### src/rtl/fifo_pkg.sv
// fifo_pkg: defaults shared between the async FIFO and its write-side arbiter,
// plus the arbiter FSM state type.
package fifo_pkg;

    localparam int Width      = 8;
    localparam int Depth_Size = 16;

    typedef enum logic {
        IDLE  = 1'b0,
        BURST = 1'b1
    } arb_state_t;

endpackage

### src/rtl/fifo_wr_arbiter_if.sv
// fifo_wr_arbiter_if: requester bundle plus FIFO write port seen by the arbiter.
//   master : the arbiter (drives grant/ack/wr_en/fifo_in/busy)
//   slave  : requesters + FIFO (drive req/req_data/fifo_full)
interface fifo_wr_arbiter_if #(
    parameter int Width   = 8,
    parameter int Num_Req = 4
);
    logic [Num_Req-1:0]       req;
    logic [Num_Req*Width-1:0] req_data;
    logic                     fifo_full;
    logic [Num_Req-1:0]       grant;
    logic [Num_Req-1:0]       ack;
    logic                     wr_en;
    logic [Width-1:0]         fifo_in;
    logic                     busy;

    modport master (
        input  req, req_data, fifo_full,
        output grant, ack, wr_en, fifo_in, busy
    );

    modport slave (
        output req, req_data, fifo_full,
        input  grant, ack, wr_en, fifo_in, busy
    );
endinterface

### src/rtl/fifo_wr_arbiter_rr_pick.sv
// rr_pick: combinational round-robin selector.
//   req     : request vector
//   last_id : previously granted index
//   any     : at least one request is pending
//   next_id : first requesting index strictly after last_id (mod Num_Req);
//             equals last_id when nothing is requesting
module rr_pick #(
    parameter  int Num_Req = 4,
    localparam int IdW     = $clog2(Num_Req)
) (
    input  logic [Num_Req-1:0] req,
    input  logic [IdW-1:0]     last_id,
    output logic               any,
    output logic [IdW-1:0]     next_id
);

    logic [IdW-1:0] idx;

    assign any = |req;

    // Scan from the farthest offset down to +1 so the nearest candidate after
    // last_id is the one left standing.
    always_comb begin
        next_id = last_id;
        idx     = '0;
        for (int i = Num_Req; i >= 1; i--) begin
            idx = IdW'((int'(last_id) + i) % Num_Req);
            if (req[idx]) next_id = idx;
        end
    end

endmodule

### src/rtl/fifo_wr_arbiter.sv
// fifo_wr_arbiter: round-robin arbiter sharing one FIFO write port between
// Num_Req requesters, up to Burst_Len words per grant, stalling on fifo_full.
//   Clk1 : write-domain clock
//   Rst  : asynchronous active-high reset
//   bus  : req/req_data/fifo_full in; grant/ack/wr_en/fifo_in/busy out
module fifo_wr_arbiter
    import fifo_pkg::*;
#(
    parameter  int Width     = fifo_pkg::Width,
    parameter  int Num_Req   = 4,
    parameter  int Burst_Len = 4,
    localparam int IdW       = $clog2(Num_Req),
    localparam int BcW       = $clog2(Burst_Len + 1)
) (
    input  logic               Clk1,
    input  logic               Rst,
    fifo_wr_arbiter_if.master  bus
);

    arb_state_t         state, state_nxt;
    logic [Num_Req-1:0] grant, grant_nxt;
    logic [IdW-1:0]     last_id, last_nxt;
    logic [BcW-1:0]     beat_cnt, beat_nxt;

    logic               any;
    logic [IdW-1:0]     pick_id;
    logic               in_burst;
    logic               req_g;
    logic               accept;
    logic [Width-1:0]   words [Num_Req];

    rr_pick #(.Num_Req(Num_Req)) u_pick (
        .req     (bus.req),
        .last_id (last_id),
        .any     (any),
        .next_id (pick_id)
    );

    for (genvar k = 0; k < Num_Req; k++) begin : g_word
        assign words[k] = bus.req_data[k*Width +: Width];
    end

    // last_id is loaded with the granted index, so it doubles as g in BURST.
    assign in_burst = (state == BURST);
    assign req_g    = bus.req[last_id];
    assign accept   = in_burst & req_g & ~bus.fifo_full;

    assign bus.grant   = grant;
    assign bus.busy    = in_burst;
    assign bus.wr_en   = accept;
    assign bus.ack     = accept ? grant : '0;
    assign bus.fifo_in = in_burst ? words[last_id] : '0;

    always_ff @(posedge Clk1 or posedge Rst) begin
        if (Rst) begin
            state    <= IDLE;
            grant    <= '0;
            last_id  <= IdW'(Num_Req - 1);
            beat_cnt <= '0;
        end else begin
            state    <= state_nxt;
            grant    <= grant_nxt;
            last_id  <= last_nxt;
            beat_cnt <= beat_nxt;
        end
    end

    always_comb begin
        state_nxt = state;
        grant_nxt = grant;
        last_nxt  = last_id;
        beat_nxt  = beat_cnt;
        case (state)
            IDLE: begin
                if (any) begin
                    state_nxt = BURST;
                    grant_nxt = Num_Req'(1) << pick_id;
                    last_nxt  = pick_id;
                    beat_nxt  = '0;
                end
            end
            BURST: begin
                if (!req_g) begin
                    state_nxt = IDLE;
                    grant_nxt = '0;
                end else if (accept) begin
                    beat_nxt = beat_cnt + 1'b1;
                    if (beat_cnt == BcW'(Burst_Len - 1)) begin
                        state_nxt = IDLE;
                        grant_nxt = '0;
                    end
                end
                // full with req held: stall, everything holds
            end
            default: begin
                state_nxt = IDLE;
                grant_nxt = '0;
            end
        endcase
    end

endmodule

### src/flat_wrapper.sv
// flat-port wrapper written by rule: the top's interface ports become plain ports
module fifo_wr_arbiter_flat import fifo_pkg::*;
#(
    parameter  int Width     = fifo_pkg::Width,
    parameter  int Num_Req   = 4,
    parameter  int Burst_Len = 4,
    localparam int IdW       = $clog2(Num_Req),
    localparam int BcW       = $clog2(Burst_Len + 1)
)
  (Clk1, Rst, bus_req, bus_req_data, bus_fifo_full, bus_grant, bus_ack, bus_wr_en, bus_fifo_in, bus_busy);
  fifo_wr_arbiter_if #(.Width(Width), .Num_Req(Num_Req)) bus_i ();
  input  logic Clk1;
  input  logic Rst;
  input wire logic [$bits(bus_i.req)-1:0] bus_req;
  input wire logic [$bits(bus_i.req_data)-1:0] bus_req_data;
  input wire logic [$bits(bus_i.fifo_full)-1:0] bus_fifo_full;
  output wire logic [$bits(bus_i.grant)-1:0] bus_grant;
  output wire logic [$bits(bus_i.ack)-1:0] bus_ack;
  output wire logic [$bits(bus_i.wr_en)-1:0] bus_wr_en;
  output wire logic [$bits(bus_i.fifo_in)-1:0] bus_fifo_in;
  output wire logic [$bits(bus_i.busy)-1:0] bus_busy;
  assign bus_i.req = bus_req;
  assign bus_i.req_data = bus_req_data;
  assign bus_i.fifo_full = bus_fifo_full;
  assign bus_grant = bus_i.grant;
  assign bus_ack = bus_i.ack;
  assign bus_wr_en = bus_i.wr_en;
  assign bus_fifo_in = bus_i.fifo_in;
  assign bus_busy = bus_i.busy;
  fifo_wr_arbiter #(.Width(Width), .Num_Req(Num_Req), .Burst_Len(Burst_Len)) u_core (.Clk1(Clk1), .Rst(Rst), .bus(bus_i));
endmodule
### config.mk
export PLATFORM = sky130hd
export DESIGN_NAME = fifo_wr_arbiter_flat
export DESIGN_NICKNAME = d
export VERILOG_FILES = /design/src/rtl/fifo_pkg.sv /design/src/rtl/fifo_wr_arbiter_if.sv /design/src/rtl/fifo_wr_arbiter_rr_pick.sv /design/src/rtl/fifo_wr_arbiter.sv /design/src/flat_wrapper.sv
export SDC_FILE = /design/constraint.sdc
export NUM_CORES = 1
export LEC_CHECK = 0
export ABC_AREA = 1
export BUFFER_PORTS_ARGS = -buffer_cell sky130_fd_sc_hd__buf_4
export CORE_MARGIN = 2
export CORE_UTILIZATION = 47
export DETAILED_ROUTE_END_ITERATION = 10
export PLACE_DENSITY_LB_ADDON = 0.1
export SYNTH_ARGS = -nofsm -noshare
export SYNTH_HDL_FRONTEND = slang
export SYNTH_SLANG_ARGS = --single-unit
### constraint.sdc
create_clock -name Clk1 -period 3 [get_ports Clk1]
set_input_delay 0.3 -clock Clk1 [delete_from_list [all_inputs] [get_ports Clk1]]
set_output_delay 0.3 -clock Clk1 [all_outputs]
set_load 0.03 [all_outputs]
==> tab_implementation.tex <==
\begin{tabular}{lr}
\hline
Metric & Value \\
\hline
\multicolumn{2}{l}{\textbf{Status}} \\
Run status & complete, no violations \\
\multicolumn{2}{l}{\textbf{Setup path}} \\
Data arrival time at the worst-slack endpoint & 2.06 ns \\
Crit path launch & u\_core.last\_id[1] \\
Type of the setup path with the least slack & register to output port \\
Critical path startpoint category & register \\
Critical register-to-register path startpoint & u\_core.last\_id[1] \\
Required time of the critical path & 2.70 ns \\
Worst setup EP type & output port \\
CP max FO & 21 \\
\multicolumn{2}{l}{\textbf{Drt}} \\
Routed via count & 1184 \\
Drt via density & 5.17 \\
Final routed DRC violation total & 0 \\
Post-Route WL & 2800 µm \\
Starting DRC count in detailed routing & 23 \\
Average wire per cell in the routed design & 12.2 µm \\
Number of nets with antenna violations after detailed routing & 0 \\
DRT Pass-1 Iters & 4 \\
\multicolumn{2}{l}{\textbf{Power and ir drop}} \\
Combinational share of power & 71.6\% \\
Power density over cell area & 1070 nW/µm² \\
Clock Power Share & 8.0\% \\
Switching pwr & 0.849 mW \\
Static leakage & 0.770 nW \\
Max VDD drop & 0.811 mV \\
Switching share of total power & 56.4\% \\
Int Power & 0.657 mW \\
Share of total power in sequential cells & 20.4\% \\
\multicolumn{2}{l}{\textbf{Final layout}} \\
Layout overhead on the synthesized area & 43.6\% \\
Layout cells sized above 1 & 37.6\% \\
Util after Layout & 71.9\% \\
Ant diodes & 0 \\
Top library cells by usage in the layout, fill and taps aside & sky130\_fd\_sc\_hd\_\_buf\_4, sky130\_fd\_sc\_hd\_\_nand2\_1, sky130\_fd\_sc\_hd\_\_nand3\_1 \\
Most common cell after layout, fill and taps aside & sky130\_fd\_sc\_hd\_\_buf\_4 \\
Final instance count without filler cells & 229 \\
Net count, final & 244 \\
\multicolumn{2}{l}{\textbf{Placement}} \\
Placed wire-length estimate & 2190 µm \\
Total instance count after detailed placement & 225 \\
Port-buffer cells & 56 \\
Placer Congestion & 0.879 \\
\multicolumn{2}{l}{\textbf{Timing}} \\
Period utilization & 78.7\% \\
Max Fclk & 0.423 GHz \\
Post-route setup TNS & 0 ns \\
Worst hold slack across all endpoints & 0.0110 ns \\
Actual transition at the worst max-transition pin & 0.481 ns \\
Final Critical Period & 2.36 ns \\
Number of max-slew violations in the final report & 0 \\
Clock skew after layout & 0.00600 ns \\
Final setup violation count & 0 \\
Setup repair after global routing missed its margin & false \\
Final Hold Violating Endpoints & 0 \\
Worst rel slew slack & 67.8\% \\
\multicolumn{2}{l}{\textbf{Logic synthesis}} \\
Complex-gate fraction of the synthesized area & 15.2\% \\
FF+latch count, synth & 10 \\
Simple-Gate Fraction of Synth Area & 41.0\% \\
Yosys warnings & 0 \\
Portion of netlist area occupied by mux cells & 0\% \\
Cell Area, Synth & 982 µm² \\
Synthesized instance count & 147 \\
Sequential element share of the synthesized area & 25.7\% \\
Adder and majority cell fraction of the synthesized area & 2.55\% \\
Number of distinct library cell variants in the gate-level netlist after synthesis & 25 \\
Main combinational cell family by area after synthesis & simple AND/OR/NAND/NOR gates \\
Post-synthesis xor/xnor area fraction & 0\% \\
Mean post-synth cell area & 6.68 µm² \\
Synthesized net count & 188 \\
\multicolumn{2}{l}{\textbf{CTS}} \\
Clock insertion delay at the later pin of the skew report & 0.27 ns \\
Clock buffers created by TritonCTS & 3 \\
Post-cts sizing count & 0 \\
Clock tree from TritonCTS & done \\
Library cell used as clock root buffer & sky130\_fd\_sc\_hd\_\_clkbuf\_4 \\
Clock Sink Count & 10 \\
Postcts setup bufs & 0 \\
Maximum clock insertion buffer count & 2 \\
Clock transition at the registers of the reported paths & 0.07 ns \\
Number of buffers inserted for hold repair after clock tree synthesis & 0 \\
H-tree depth reported by CTS & 1 \\
\multicolumn{2}{l}{\textbf{Die}} \\
Initial Utilization & 50.1\% \\
Rows & 16 \\
Total I/O pin count & 57 \\
Die W & 49.7 µm \\
Die Y & 49.7 µm \\
Die area & 2470 µm² \\
Core area & 1960 µm² \\
\multicolumn{2}{l}{\textbf{Global routing}} \\
First-pass GRT wire length & 4500 µm \\
Pin count of the biggest net entering global routing & 22 \\
Aggregate global-route resource usage & 22.9\% \\
Congestion Overflow GR & 0 \\
Vias in the first global route & 1093 \\
Number of antenna violations at the first check in global routing & 0 \\
\multicolumn{2}{l}{\textbf{Job}} \\
Maxcap violations & 0 \\
\multicolumn{2}{l}{\textbf{Min path}} \\
Worst min path class & input pin to async pin \\
\hline
\end{tabular}
path summary, 6_finish.rpt:
| path | end | slack [ns] | depth (start not counted) |
|---|---|---|---|
| min in group Clk1 | u_core.beat_cnt[1] | 0.32 | 4 |
| max | bus_ack[1] | 0.64 | 7 |
| max in group asynchronous | u_core.last_id[1] | 2.67 | 2 |
| max reg2reg | u_core.bus.grant[1] | 1.14 | 11 |
| min reg2reg | u_core.beat_cnt[2] | 0.49 | 2 |
| min | u_core.bus.grant[2] | 0.01 | 2 |
sequential cells by signal (all words and copies together) (netlist names):
signal,cells
u_core.bus.grant,4
u_core.beat_cnt,3
u_core.last_id,2
u_core.bus.busy,1
routing by layer:
| metal | vias up | global-route usage (%) | wire length, µm |
|---|---|---|---|
| li1 | 600 | - | - |
| met1 | 528 | 24.1 | 1070 |
| met2 | 52 | 45.8 | 1510 |
| met3 | 4 | 3.03 | 185 |
| met4 | 0 | 6.94 | 37 |
| met5 | - | 0 | 0 |
logic make-up (layout without fill, tap and decap cells):
kind of cell	count (synthesis)	after routing
buffers and inverters	27	82
DFF	10	10
adders and majority gates	2	2
AOI/OAI and AO/OA	21	21
and+or+nand+nor	87	87
per-stage QoR:
step,worst slack (ns),instance area [µm²],power [mW]
floorplan,0.893,982,1.14
global placement,0.987,1370,1.35
detailed placement,0.926,1370,1.38
CTS,0.630,1410,1.52
global route,0.467,1410,1.64
finish,0.639,1410,1.51
power groups by stage:
stage	clock network [mW]	registers (mW)	logic (mW)
after floorplan	0	0.270	0.870
after detailed placement	0	0.308	1.07
after global routing	0.128	0.320	1.20
after global placement	0	0.302	1.05
after CTS	0.122	0.308	1.09
final	0.121	0.308	1.08
area by class of cell:
class	instances	area, µm²
inverters	22	90.1
clock buffers	4	36.3
repair buffers	56	420
well taps	27	33.8
flip-flops and latches	10	253
fillers	177	552
multi-input cells	110	577
Yosys cell counts:
| cell | n | area, µm² |
|---|---|---|
| sky130_fd_sc_hd__nand2_1 | 43 | 161 |
| sky130_fd_sc_hd__nand3_1 | 22 | 110 |
| sky130_fd_sc_hd__inv_1 | 19 | 71.3 |
| sky130_fd_sc_hd__nor2_1 | 10 | 37.5 |
| sky130_fd_sc_hd__a22oi_1 | 8 | 60.1 |
| sky130_fd_sc_hd__a31oi_1 | 8 | 50.1 |
| sky130_fd_sc_hd__dfrtp_1 | 8 | 200 |
| sky130_fd_sc_hd__nand2_2 | 5 | 31.3 |
| sky130_fd_sc_hd__o21ai_2 | 3 | 26.3 |
| sky130_fd_sc_hd__clkbuf_8 | 2 | 27.5 |
| sky130_fd_sc_hd__dfstp_2 | 2 | 52.6 |
| sky130_fd_sc_hd__ha_1 | 2 | 25.0 |
| sky130_fd_sc_hd__nand2_4 | 2 | 22.5 |
| sky130_fd_sc_hd__nand4_1 | 2 | 12.5 |
| sky130_fd_sc_hd__buf_12 | 1 | 20.0 |
| sky130_fd_sc_hd__buf_6 | 1 | 11.3 |
| sky130_fd_sc_hd__clkbuf_1 | 1 | 3.75 |
| sky130_fd_sc_hd__clkinv_1 | 1 | 3.75 |
| sky130_fd_sc_hd__inv_2 | 1 | 3.75 |
| sky130_fd_sc_hd__inv_8 | 1 | 11.3 |
| sky130_fd_sc_hd__nand3_2 | 1 | 10.0 |
| sky130_fd_sc_hd__nor2_4 | 1 | 11.3 |
| sky130_fd_sc_hd__nor4_1 | 1 | 6.26 |
| sky130_fd_sc_hd__o211ai_1 | 1 | 7.51 |
| sky130_fd_sc_hd__o21ai_0 | 1 | 5.00 |
worst max-delay path, stage by stage, from the launching register on:
cell	delay, ns
sky130_fd_sc_hd__dfstp_2	0.77
sky130_fd_sc_hd__inv_1	0.19
sky130_fd_sc_hd__o21ai_2	0.20
sky130_fd_sc_hd__nand2_1	0.11
sky130_fd_sc_hd__nor2_4	0.14
sky130_fd_sc_hd__inv_1	0.12
sky130_fd_sc_hd__nor2_1	0.11
sky130_fd_sc_hd__buf_4	0.16
Note: power is estimated with default switching activity, not from simulation.
